`src/rtl/uart_pkg.sv`:
```
// Shared types and helpers for the UART transmit path.
package uart_pkg;

  typedef enum logic [1:0] {IDLE, START, DATA, STOP} tx_state_t;

  function automatic int unsigned clks_per_bit(input int unsigned clk_freq,
                                               input int unsigned baud);
    return clk_freq / baud;
  endfunction

endpackage

```
`src/rtl/uart_tx_fifo_sync_fifo.sv`:
```
// Synchronous FIFO with a combinational head read and an occupancy count.
module sync_fifo #(
  parameter int unsigned width = 8,
  parameter int unsigned depth = 16
) (
  input  logic                     clk,
  input  logic                     rst,
  input  logic                     wr_en,
  input  logic [width-1:0]         wr_data,
  input  logic                     rd_en,
  output logic [width-1:0]         rd_data,
  output logic                     full,
  output logic                     empty,
  output logic [$clog2(depth):0]   level
);

  localparam int unsigned AW = $clog2(depth);
  localparam int unsigned LW = AW + 1;

  logic [width-1:0] mem [depth];
  logic [AW-1:0]    wr_ptr;
  logic [AW-1:0]    rd_ptr;
  logic             do_wr;
  logic             do_rd;

  assign full    = (level == LW'(depth));
  assign empty   = (level == '0);
  assign do_wr   = wr_en && !full;
  assign do_rd   = rd_en && !empty;
  assign rd_data = mem[rd_ptr];

  always_ff @(posedge clk) begin
    if (do_wr) mem[wr_ptr] <= wr_data;
  end

  // Pointers wrap naturally because depth is a power of two.
  always_ff @(posedge clk) begin
    if (rst) begin
      wr_ptr <= '0;
      rd_ptr <= '0;
      level  <= '0;
    end else begin
      if (do_wr) wr_ptr <= wr_ptr + AW'(1);
      if (do_rd) rd_ptr <= rd_ptr + AW'(1);
      case ({do_wr, do_rd})
        2'b10:   level <= level + LW'(1);
        2'b01:   level <= level - LW'(1);
        default: level <= level;
      endcase
    end
  end

endmodule

```
`src/rtl/uart_tx_fifo.sv`:
```
// Buffered 8N1 UART transmitter: FIFO front end drained back-to-back by a serializer.
module uart_tx_fifo
  import uart_pkg::*;
#(
  parameter int unsigned clk_freq = 12_000_000,
  parameter int unsigned baud     = 9_600,
  parameter int unsigned depth    = 16
) (
  input  logic                     clk,
  input  logic                     rst,
  input  logic                     wr_en,
  input  logic [7:0]               wr_data,
  output logic                     full,
  output logic                     overflow,
  output logic [$clog2(depth):0]   level,
  output logic                     tx,
  output logic                     tx_busy
);

  localparam int unsigned CPB = clks_per_bit(clk_freq, baud);
  localparam int unsigned CW  = $clog2(CPB);
  localparam logic [CW-1:0] CNT_LOAD = CW'(CPB - 1);

  tx_state_t     state_q, state_d;
  logic [CW-1:0] cnt_q, cnt_d;
  logic [2:0]    idx_q, idx_d;
  logic [7:0]    shift_q, shift_d;
  logic          tx_q, tx_d;
  logic          overflow_q;
  logic          pop;
  logic          empty;
  logic [7:0]    rd_data;

  sync_fifo #(
    .width (8),
    .depth (depth)
  ) u_fifo (
    .clk     (clk),
    .rst     (rst),
    .wr_en   (wr_en),
    .wr_data (wr_data),
    .rd_en   (pop),
    .rd_data (rd_data),
    .full    (full),
    .empty   (empty),
    .level   (level)
  );

  always_ff @(posedge clk) begin
    if (rst) begin
      state_q    <= IDLE;
      cnt_q      <= '0;
      idx_q      <= '0;
      shift_q    <= '0;
      tx_q       <= 1'b1;
      overflow_q <= 1'b0;
    end else begin
      state_q    <= state_d;
      cnt_q      <= cnt_d;
      idx_q      <= idx_d;
      shift_q    <= shift_d;
      tx_q       <= tx_d;
      overflow_q <= wr_en && full;
    end
  end

  // tx_d is the line level for the state being entered, so tx is a clean register.
  always_comb begin
    state_d = state_q;
    cnt_d   = cnt_q;
    idx_d   = idx_q;
    shift_d = shift_q;
    tx_d    = tx_q;
    pop     = 1'b0;
    unique case (state_q)
      IDLE: begin
        tx_d = 1'b1;
        if (!empty) begin
          pop     = 1'b1;
          shift_d = rd_data;
          cnt_d   = CNT_LOAD;
          state_d = START;
          tx_d    = 1'b0;
        end
      end
      START: begin
        if (cnt_q == '0) begin
          state_d = DATA;
          idx_d   = '0;
          cnt_d   = CNT_LOAD;
          tx_d    = shift_q[0];
        end else begin
          cnt_d = cnt_q - CW'(1);
          tx_d  = 1'b0;
        end
      end
      DATA: begin
        if (cnt_q == '0) begin
          cnt_d = CNT_LOAD;
          if (idx_q == 3'd7) begin
            state_d = STOP;
            tx_d    = 1'b1;
          end else begin
            shift_d = shift_q >> 1;
            idx_d   = idx_q + 3'd1;
            tx_d    = shift_q[1];
          end
        end else begin
          cnt_d = cnt_q - CW'(1);
          tx_d  = shift_q[0];
        end
      end
      STOP: begin
        if (cnt_q == '0) begin
          if (!empty) begin
            pop     = 1'b1;
            shift_d = rd_data;
            cnt_d   = CNT_LOAD;
            state_d = START;
            tx_d    = 1'b0;
          end else begin
            state_d = IDLE;
            tx_d    = 1'b1;
          end
        end else begin
          cnt_d = cnt_q - CW'(1);
          tx_d  = 1'b1;
        end
      end
      default: begin
        state_d = IDLE;
        tx_d    = 1'b1;
      end
    endcase
  end

  assign tx       = tx_q;
  assign overflow = overflow_q;
  assign tx_busy  = (state_q != IDLE) || (level != '0);

endmodule

```
`config.mk`:
```
export PLATFORM = sky130hd
export DESIGN_NAME = uart_tx_fifo
export DESIGN_NICKNAME = d
export VERILOG_FILES = /design/src/rtl/uart_pkg.sv /design/src/rtl/uart_tx_fifo_sync_fifo.sv /design/src/rtl/uart_tx_fifo.sv
export SDC_FILE = /design/constraint.sdc
export NUM_CORES = 1
export LEC_CHECK = 0
export ABC_AREA = 0
export BUFFER_PORTS_ARGS = -buffer_cell sky130_fd_sc_hd__buf_2
export CORE_MARGIN = 8
export CORE_UTILIZATION = 66
export CTS_BUF_LIST = sky130_fd_sc_hd__clkbuf_16
export DETAILED_ROUTE_END_ITERATION = 6
export PLACE_DENSITY_LB_ADDON = 0.1
export SYNTH_ARGS = -nofsm -noshare
export SYNTH_HDL_FRONTEND = slang
export SYNTH_SLANG_ARGS = --single-unit
```
`constraint.sdc`:
```
create_clock -name clk -period 6.6 [get_ports clk]
set_input_delay 0.99 -clock clk [delete_from_list [all_inputs] [get_ports clk]]
set_output_delay 0.99 -clock clk [all_outputs]
set_load 0.005 [all_outputs]
```
==> impl_metrics.env, run 1 <==
export IMPL_crit_fanout=15
export IMPL_ir_worst_vdd_uv=303
export IMPL_cts_made_buffers=17
export IMPL_path_class="reg2reg"
export IMPL_rrSetupSlack_ps=2790
export IMPL_pin_count=20
export IMPL_synth_compound_area_share_pct=7.03
export IMPL_portBuffers=19
export IMPL_maxCapViolCount=0
export IMPL_postCtsSetupRepairBufs=0
export IMPL_crit_arrival_ps=4110
export IMPL_reg2reg_depth=13
export IMPL_synth_distinct_cells=53
export IMPL_yosys_top_cells_count="edfxtp_1, nor2_1, dfxtp_1, mux4_2, nor3_1"
export IMPL_cts_clk_slew_worst_paths_ps=60
export IMPL_nets=568
export IMPL_status="finished, final reports clean"
export IMPL_via_per_inst=6.48
export IMPL_wl_mm=15.1
export IMPL_drcViolationCount=0
export IMPL_area_growth_pct=10.2
export IMPL_rsz0062_at_grt="no"
export IMPL_post_route_period_util_pct=57.7
export IMPL_seq_area_um2=4710
export IMPL_die_w_um=122
export IMPL_cp_cell_sequence="inv_1 > ha_1 > nor3b_1 > nand4_1 > a21oi_4 > ha_1 > xor2_1 > ha_1 > nor2_1 > nor2_1 > a21oi_2 > o2111a_1 > or3_1"
export IMPL_hold_end="idx_q[2]"
export IMPL_synth_top_area_share_pct=51.9
export IMPL_yosysWarnings=0
export IMPL_max_slew_margin_rel_pct=35.7
export IMPL_cp_end_kind="flop"
export IMPL_worstPathRequired_ps=6900
export IMPL_cts_resized_gates=0
export IMPL_antenna_cells=0
export IMPL_synth_async_reset_ratio_pct=0
export IMPL_routedWlPerCell_um=21.7
export IMPL_clock_latency_ps=420
export IMPL_fp_row_count=38
export IMPL_die_height_um=122
export IMPL_reg2reg_to="u_fifo.level[4]"
export IMPL_startpoint_type="flop"
export IMPL_grt_max_degree=44
export IMPL_synthFlopType="edfxtp_1"
export IMPL_die_area_um2=14900
export IMPL_synth_nets=555
export IMPL_antenna_found_initial=0
export IMPL_synth_top_family_by_area="multiplexers"
export IMPL_synthSimpleGateAreaFrac_pct=10.9
export IMPL_htreeDepth=4
export IMPL_postSynthCellCount=529
export IMPL_root_buffer="clkbuf_16"
export IMPL_synthMuxAreaShare_pct=12.3
export IMPL_track_usage_pct=21.7
export IMPL_fin_skew_ps=7.71
export IMPL_total_power_mw=3.35
export IMPL_hold_buffers=0
export IMPL_synth_xor_area_share_pct=1.18
export IMPL_whs_path_depth=2
export IMPL_overflow=0
export IMPL_instances_no_fill=694
export IMPL_grt_pass1_wl_mm=24.0
export IMPL_hold_class="reg2reg"
export IMPL_clockBufferDepth=2
export IMPL_worst_pin_slew_ps=963
export IMPL_crit_top_cell="ha_1"
export IMPL_ys_ff_latch=171
export IMPL_yosys_area_top_type="edfxtp_1"
export IMPL_grt_pass1_vias=4459
export IMPL_dp_cells=663
export IMPL_synth_edf_count=128
export IMPL_gp_congestion=0.907
export IMPL_hold_violations=0
export IMPL_fill_cells=636
export IMPL_netlist_area_um2=7410
export IMPL_setup_viol=0
export IMPL_numClockSinks=171
export IMPL_synth_adder_area_share_pct=2.53
export IMPL_fmaxAchievable_mhz=263
export IMPL_tritoncts="done"
export IMPL_core_area_um2=10900
export IMPL_vias=4498
export IMPL_cp_slowest_cell="ha_1"
export IMPL_final_setup_tns_ps=0
export IMPL_min_delay_start="idx_q[2]"
export IMPL_hpwl_mm=9.38
export IMPL_drv_slew=0
export IMPL_multi_input_area_um2=2520
export IMPL_max_stage_delay_ps=540
export IMPL_synth_avg_cell_area_um2=14.0
export IMPL_initial_core_util_pct=68.0
export IMPL_power_leakage_nw=2.74
export IMPL_period_minus_slack_ps=3810
export IMPL_drive_gt1_share_pct=17.5
export IMPL_drtPass1Iterations=5
export IMPL_reg2reg_from="state_q[0]"
export IMPL_synth_area_leaders="edfxtp_1, dfxtp_1, mux4_2, nor2_1, ha_1"
export IMPL_synthMostInstantiatedCell="edfxtp_1"
export IMPL_ant_nets=0
export IMPL_pwr_density_cell_nw_per_um2=410
export IMPL_drtIter0Drc=516
export IMPL_synth_seq_area_share_pct=63.5
## worst max-delay path: cells and delay by family (launching register included)
kind | cells | cell delay (ps)
adders and majority gates | 3 | 1300
buffers and inverters | 1 | 120
xor gates and xnor gates | 1 | 210
and+or+nand+nor | 5 | 1030
AOI/OAI and AO/OA | 3 | 660
DFF | 1 | 370
## power breakdown
group | internal, mW | leakage, nW | total, mW | switching [mW]
Clock | 0.557 | 0.285 | 0.961 | 0.404
Sequential | 1.25 | 1.51 | 1.33 | 0.0866
Combinational | 0.425 | 0.950 | 1.05 | 0.627
Total | 2.23 | 2.74 | 3.35 | 1.12
## cell usage in the layout, fill, tap and decap left out, types with 15 or more instances in the layout
cell type / synthesis / layout
ha_1: 15 / 15
nor2_1: 70 / 70
buf_2: 6 / 19
nor3_1: 30 / 30
inv_1: 14 / 15
mux4_2: 33 / 33
nand2_1: 22 / 22
clkbuf_16: 0 / 17
a21oi_1: 24 / 24
edfxtp_1: 128 / 128
dfxtp_1: 43 / 42
mux2i_1: 17 / 17
## cell families (layout without fill, tap and decap cells)
kind of cell	count (synthesis)	count (layout)
AOI/OAI and AO/OA	76	76
xor gates and xnor gates	10	10
adders and majority gates	15	15
buffers and inverters	45	70
DFF	171	171
muxes	50	50
and+or+nand+nor	162	162
## how the worst max path moves through the flow
stage,start,to,slack [ps],cells past startpoint
3_3_place_gp,wr_en,u_fifo.level[4],3020,12
3_5_place_dp,state_q[0],u_fifo.level[4],2870,13
5_1_grt,state_q[0],u_fifo.level[4],2580,13
4_1_cts,state_q[0],u_fifo.level[4],2850,13
2_1_floorplan,wr_en,u_fifo.level[4],3300,12
6_report,state_q[0],u_fifo.level[4],2790,13
## layout make-up
class | instances | area share, %
well taps | 140 | 2.15
repair buffers | 25 | 1.72
flip-flops and latches | 171 | 57.6
clock inverters | 14 | 1.79
multi-input cells | 313 | 30.9
clock buffers | 17 | 5.21
inverters | 14 | 0.644
## metrics by stage
| step | setup WS [ps] | util (%) | cell area (um2) | hold slack, ps |
|---|---|---|---|---|
| floorplan | 3300 | - | 7410 | 449 |
| global placement | 3020 | 69.7 | 7590 | 458 |
| detailed placement | 2870 | 69.7 | 7590 | 464 |
| CTS | 2850 | 75.0 | 8160 | 475 |
| global route | 2580 | 75.0 | 8160 | 512 |
| finish | 2790 | 75.0 | 8160 | 474 |
## state kept, by name, summed over array words and instances (netlist names), named ones only
| signal | count |
|---|---|
| u_fifo.wr_ptr | 4 |
| u_fifo.level | 5 |
| cnt_q | 11 |
| state_q | 2 |
| shift_q | 8 |
| tx | 1 |
| u_fifo.mem | 128 |
| idx_q | 3 |
| u_fifo.rd_ptr | 4 |
| overflow | 1 |
## layer usage
metal  wire length [um]  vias to the layer above  track usage (%)
met3                850                       26             5.51
met2               7620                      168             35.9
met5                  0                        -                0
met4                328                        0             9.02
li1                   -                     2047                -
met1               6260                     2257             26.7
No activity file was read; power rests on OpenSTA's default activity.
==> run 2, diff against run 1 <==
- CORE_UTILIZATION: 66 -> 56
- clock period: 6.6 -> 3.45 ns (I/O delays scaled with it)
==> impl_metrics.env, run 2 (same netlist as run 1, synthesis figures left out) <==
export IMPL_crit_arrival_ps=3510
export IMPL_drtPass1Iterations=7
export IMPL_status="finished, final reports clean"
export IMPL_post_route_period_util_pct=93.1
export IMPL_fin_ws_ps=237
export IMPL_total_power_mw=6.55
export IMPL_comb_power_share_pct=32.0
export IMPL_clock_latency_ps=420
export IMPL_cts_made_buffers=17
export IMPL_fp_row_count=42
export IMPL_numClockSinks=171
export IMPL_crit_fanout=7
export IMPL_fin_skew_ps=9.21
export IMPL_min_delay_start="wr_en"
export IMPL_antenna_cells=0
export IMPL_hold_violations=0
export IMPL_path_class="reg2reg"
export IMPL_pwr_density_cell_nw_per_um2=785
export IMPL_pin_count=20
export IMPL_worst_pin_slew_ps=799
export IMPL_final_common_cell="edfxtp_1"
export IMPL_grt_max_degree=43
export IMPL_die_w_um=131
export IMPL_wl_mm=14.8
export IMPL_place_ws_ps=275
export IMPL_grt_pass1_wl_mm=23.9
export IMPL_area_growth_pct=12.6
export IMPL_reg2reg_from="state_q[1]"
export IMPL_fin_area_um2=8340
export IMPL_multi_input_area_um2=2520
export IMPL_startpoint="state_q[1]"
export IMPL_cts_clk_slew_worst_paths_ps=70
export IMPL_post_route_util_pct=63.7
export IMPL_maxCapViolCount=0
export IMPL_nets=583
export IMPL_antenna_found_initial=0
export IMPL_drive_gt1_share_pct=19.6
export IMPL_reg2reg_depth=13
export IMPL_track_usage_pct=18.9
export IMPL_seq_power_share_pct=39.0
export IMPL_ir_worst_vdd_uv=407
export IMPL_worstPathRequired_ps=3750
export IMPL_drcViolationCount=0
export IMPL_setup_viol=0
export IMPL_dp_cells=712
export IMPL_fill_cells=943
export IMPL_fmaxAchievable_mhz=311
export IMPL_portBuffers=19
export IMPL_startpoint_type="flop"
export IMPL_final_setup_tns_ps=0
export IMPL_initial_core_util_pct=56.6
export IMPL_power_leakage_nw=2.82
export IMPL_period_minus_slack_ps=3210
export IMPL_largest_register_ffs=128
export IMPL_die_area_um2=17200
export IMPL_tritoncts="done"
export IMPL_switching_share_pct=33.3
export IMPL_p_switching_mw=2.18
export IMPL_cp_end_kind="flop"
export IMPL_max_flop_register="u_fifo.mem"
export IMPL_hold_class="in2reg"
export IMPL_holdWs_ps=463
export IMPL_top_regs="u_fifo.mem: 128 flops, cnt_q: 11 flops, shift_q: 8 flops"
export IMPL_placed_cell_area_um2=7730
export IMPL_clockBufferDepth=2
export IMPL_rsz0062_at_grt="no"
export IMPL_root_buffer="clkbuf_16"
export IMPL_grt_pass1_vias=4389
export IMPL_gp_congestion=0.810
export IMPL_max_slew_margin_rel_pct=46.6
export IMPL_overflow=0
export IMPL_htreeDepth=4
export IMPL_drv_slew=0
export IMPL_p_clk_share_pct=29.0
export IMPL_drtIter0Drc=355
export IMPL_via_per_inst=5.94
export IMPL_routedWlPerCell_um=19.8
export IMPL_instances_no_fill=746
export IMPL_core_area_um2=13100
export IMPL_hpwl_mm=9.76
export IMPL_whs_path_depth=3
export IMPL_ant_nets=0
export IMPL_die_height_um=131
export IMPL_p_int_mw=4.37
export IMPL_final_cell_mix="edfxtp_1, nor2_1, dfxtp_1"
export IMPL_seq_area_um2=4710
export IMPL_vias=4432
-- run 2: worst paths after layout --
path                          end  slack [ps]
hold / removal           overflow         460
setup reg to reg  u_fifo.level[4]         240
hold reg to reg          idx_q[1]         480
setup / recovery  u_fifo.level[4]         240
-- run 2: repair_timing --
item                                    in CTS  in global routing
hold buffers                                 0                  0
gates resized for setup                      0                  0
setup buffers                                0                  2
endpoints found under the setup margin       0                  1
-- run 2: per-layer routing --
layer / routed length, um / track usage [%] / up-vias
li1: - / - / 2073
met3: 657 / 4.87 / 18
met2: 7450 / 30.9 / 112
met5: 0 / 0 / -
met1: 6480 / 23.9 / 2229
met4: 188 / 6.68 / 0
-- run 2: critical path, cell delays in order, from the launching register on --
cell      delay, ps
dfxtp_1         400
inv_1           100
ha_1            310
nor3b_1         210
nand4_1         230
a21oi_4         320
ha_1            240
xor2_1          170
ha_1            260
nor2_1           60
nor2_1          120
a21oi_2          80
o2111a_1        220
or3_1           360
-- run 2: power groups by stage --
stage	registers (mW)	logic (mW)	clock network (mW)
after floorplan	2.54	1.57	0
final	2.56	2.09	1.90
after global routing	2.58	2.33	2.02
after CTS	2.56	2.06	1.93
after detailed placement	2.60	2.04	0
after global placement	2.59	2.01	0
-- run 2: final cells by class --
type                            instances  area share, %
Inverter                               14          0.630
Clock buffer                           17           5.10
Tap cell                              176           2.64
Timing Repair Buffer                   40           3.03
Sequential cell                       171           56.4
Multi-Input combinational cell        313           30.2
Clock inverter                         15           1.94
==> run 3, diff against run 2 <==
- PLACE_DENSITY: default -> 0.85
- PLACE_DENSITY_LB_ADDON: 0.1 -> default
- RECOVER_POWER: default -> 50
- SYNTH_HIERARCHICAL: default -> 1
==> impl_metrics.env, run 3 <==
export IMPL_status="finished with violations"
export IMPL_violations="design-rule violations, max-capacitance violations, max-slew violations"
export IMPL_hold_buffers=0
export IMPL_synth_area_leaders="edfxtp_1, dfxtp_1, mux4_1, mux4_2, ha_1"
export IMPL_worstPathRequired_ps=3790
export IMPL_synth_avg_cell_area_um2=15.3
export IMPL_grt_pass1_vias=4629
export IMPL_path_class="reg2reg"
export IMPL_fp_row_count=43
export IMPL_startpoint_type="flop"
export IMPL_overflow=0
export IMPL_post_route_period_util_pct=96.6
export IMPL_cp_slowest_cell="or4_4"
export IMPL_grt_max_degree=38
export IMPL_period_minus_slack_ps=3330
export IMPL_drcViolationCount=1
export IMPL_die_w_um=133
export IMPL_fin_skew_ps=11.0
export IMPL_synth_edf_count=128
export IMPL_final_setup_tns_ps=0
export IMPL_drtPass1Iterations=7
export IMPL_fin_area_um2=8550
export IMPL_die_area_um2=17800
export IMPL_ys_ff_latch=171
export IMPL_die_height_um=133
export IMPL_root_buffer="clkbuf_16"
export IMPL_nets=554
export IMPL_tritoncts="done"
export IMPL_setup_viol=0
export IMPL_switching_share_pct=34.5
export IMPL_numClockSinks=171
export IMPL_crit_fanout=8
export IMPL_max_stage_delay_ps=630
export IMPL_worst_pin_slew_ps=1780
export IMPL_yosys_area_top_type="edfxtp_1"
export IMPL_synth_seq_area_share_pct=61.0
export IMPL_cp_end_kind="flop"
export IMPL_htreeDepth=4
export IMPL_cts_resized_gates=0
export IMPL_max_flop_register="u_fifo/mem"
export IMPL_synth_async_reset_ratio_pct=0
export IMPL_power_leakage_nw=2.87
export IMPL_yosysWarnings=6
export IMPL_postCtsSetupRepairBufs=0
export IMPL_final_common_cell="edfxtp_1"
export IMPL_antenna_cells=0
export IMPL_cp_cell_sequence="or4_4 > nor3_4 > nand2_1 > a211oi_4 > o21ai_4 > inv_1 > ha_1 > xor2_1 > ha_1 > nor3_1 > or4_1 > a21oi_1"
export IMPL_p_int_mw=4.28
export IMPL_maxCapViolCount=1
export IMPL_clock_latency_ps=440
export IMPL_hpwl_mm=10.6
export IMPL_synth_top_area_share_pct=49.9
export IMPL_drive_gt1_share_pct=13.7
export IMPL_crit_arrival_ps=3670
export IMPL_pwr_density_cell_nw_per_um2=764
export IMPL_gp_congestion=0.865
export IMPL_initial_core_util_pct=56.4
export IMPL_synth_nets=533
export IMPL_cts_made_buffers=17
export IMPL_yosys_top_cells_count="edfxtp_1, dfxtp_1, nor2_1, mux4_1, nand2_1"
export IMPL_p_switching_mw=2.25
export IMPL_comb_power_share_pct=31.2
export IMPL_grt_pass1_wl_mm=27.2
export IMPL_wl_mm=17.8
export IMPL_track_usage_pct=20.5
export IMPL_via_per_inst=6.67
export IMPL_netlist_area_um2=7710
export IMPL_drtIter0Drc=704
export IMPL_cts_clk_slew_worst_paths_ps=70
export IMPL_area_growth_pct=10.9
export IMPL_synthFlopType="edfxtp_1"
export IMPL_hold_violations=0
export IMPL_portBuffers=19
export IMPL_fmaxAchievable_mhz=300
export IMPL_antenna_found_initial=0
export IMPL_synthMostInstantiatedCell="edfxtp_1"
export IMPL_synth_distinct_cells=70
export IMPL_seq_power_share_pct=39.1
export IMPL_rsz0062_at_grt="no"
export IMPL_top_regs="u_fifo/mem: 128 flops, cnt_q: 11 flops, shift_q: 8 flops"
export IMPL_routedWlPerCell_um=24.8
export IMPL_p_clk_share_pct=29.7
export IMPL_placed_cell_area_um2=7980
export IMPL_final_cell_mix="edfxtp_1, dfxtp_1, nor2_1"
export IMPL_pin_count=20
export IMPL_ir_worst_vdd_uv=556
export IMPL_ant_nets=0
export IMPL_largest_register_ffs=128
export IMPL_drv_slew=38
export IMPL_postSynthCellCount=505
export IMPL_max_slew_margin_rel_pct=-19.0
export IMPL_clockBufferDepth=2
export IMPL_vias=4793
export IMPL_core_area_um2=13700
export IMPL_crit_top_cell="ha_1"
export IMPL_hold_class="in2reg"
-- run 3: cell count changes after synthesis, sizes merged, moves of 5 or more --
| cell | delta |
|---|---|
| a2111oi | -5 |
| a21oi | -16 |
| a31oi | +5 |
| mux2i | -6 |
| mux4 | +7 |
| nor2 | -38 |
| nor3 | -16 |
| o211ai | +7 |
| o21ai | -6 |
| o2bb2ai | +7 |
| or4 | +7 |
-- run 3: path summary, 6_finish.rpt --
kind	start	to	slack (ps)	cells past startpoint
worst max-delay path	cnt_q[6]	u_fifo/level[2]	120	12
worst min-delay path	wr_en	overflow	410	2
worst max register to register	cnt_q[6]	u_fifo/level[2]	120	12
worst min register to register	shift_q[3]	shift_q[3]	470	1
-- run 3: per-stage QoR --
| stage | hold WS [ps] | setup WS, ps | instances | utilization (%) | power, mW |
|---|---|---|---|---|---|
| floorplan | 432 | 38.8 | 505 | - | 4.06 |
| global placement | 445 | 349 | 687 | 58.4 | 4.48 |
| detailed placement | 453 | 225 | 687 | 58.4 | 4.58 |
| CTS | 413 | 146 | 719 | 62.9 | 6.55 |
| global route | 409 | 14.2 | 719 | 62.6 | 6.81 |
| finish | 415 | 117 | 719 | 62.6 | 6.53 |
-- run 3: power by group through the flow --
| stage | registers [mW] | logic (mW) | clock network [mW] |
|---|---|---|---|
| 4_1_cts | 2.55 | 2.04 | 1.96 |
| 3_5_place_dp | 2.59 | 1.99 | 0 |
| 2_1_floorplan | 2.52 | 1.54 | 0 |
| 6_report | 2.55 | 2.04 | 1.94 |
| 3_3_place_gp | 2.57 | 1.91 | 0 |
| 5_1_grt | 2.57 | 2.19 | 2.04 |
-- run 3: logic make-up after synthesis --
group                    after synthesis  share of synthesized area (%)
flip-flops                           171                           61.0
AND/OR/NAND/NOR                      124                           8.68
XOR/XNOR                              10                           1.14
AO/OA/AOI/OAI                         83                           8.81
multiplexers                          51                           14.5
buffers and inverters                 49                           3.12
adder cells (fa/ha/maj)               17                           2.76
-- run 3: critical path, delay by kind of cell, from the launching register on --
family / cells / cell delay, ps
AO/OA/AOI/OAI: 3 / 620
XOR/XNOR: 1 / 170
adder cells (fa/ha/maj): 2 / 410
buffers and inverters: 1 / 100
flip-flops: 1 / 390
AND/OR/NAND/NOR: 5 / 1540
-- run 3: cell type report --
type | count | area [um2]
clock buffer | 17 | 425
clock inverter | 15 | 183
fill | 945 | 5120
inverter | 18 | 68.8
multi-input combinational | 285 | 2770
sequential | 171 | 4710
tap | 180 | 225
timing repair buffer | 33 | 169
-- run 3: layer usage --
metal | global-route usage (%) | vias to the layer above | wire length, um
li1 | - | 2081 | -
met1 | 22.9 | 2374 | 6600
met2 | 36.0 | 284 | 9350
met3 | 5.31 | 54 | 1190
met4 | 9.42 | 0 | 684
met5 | 0 | - | 0
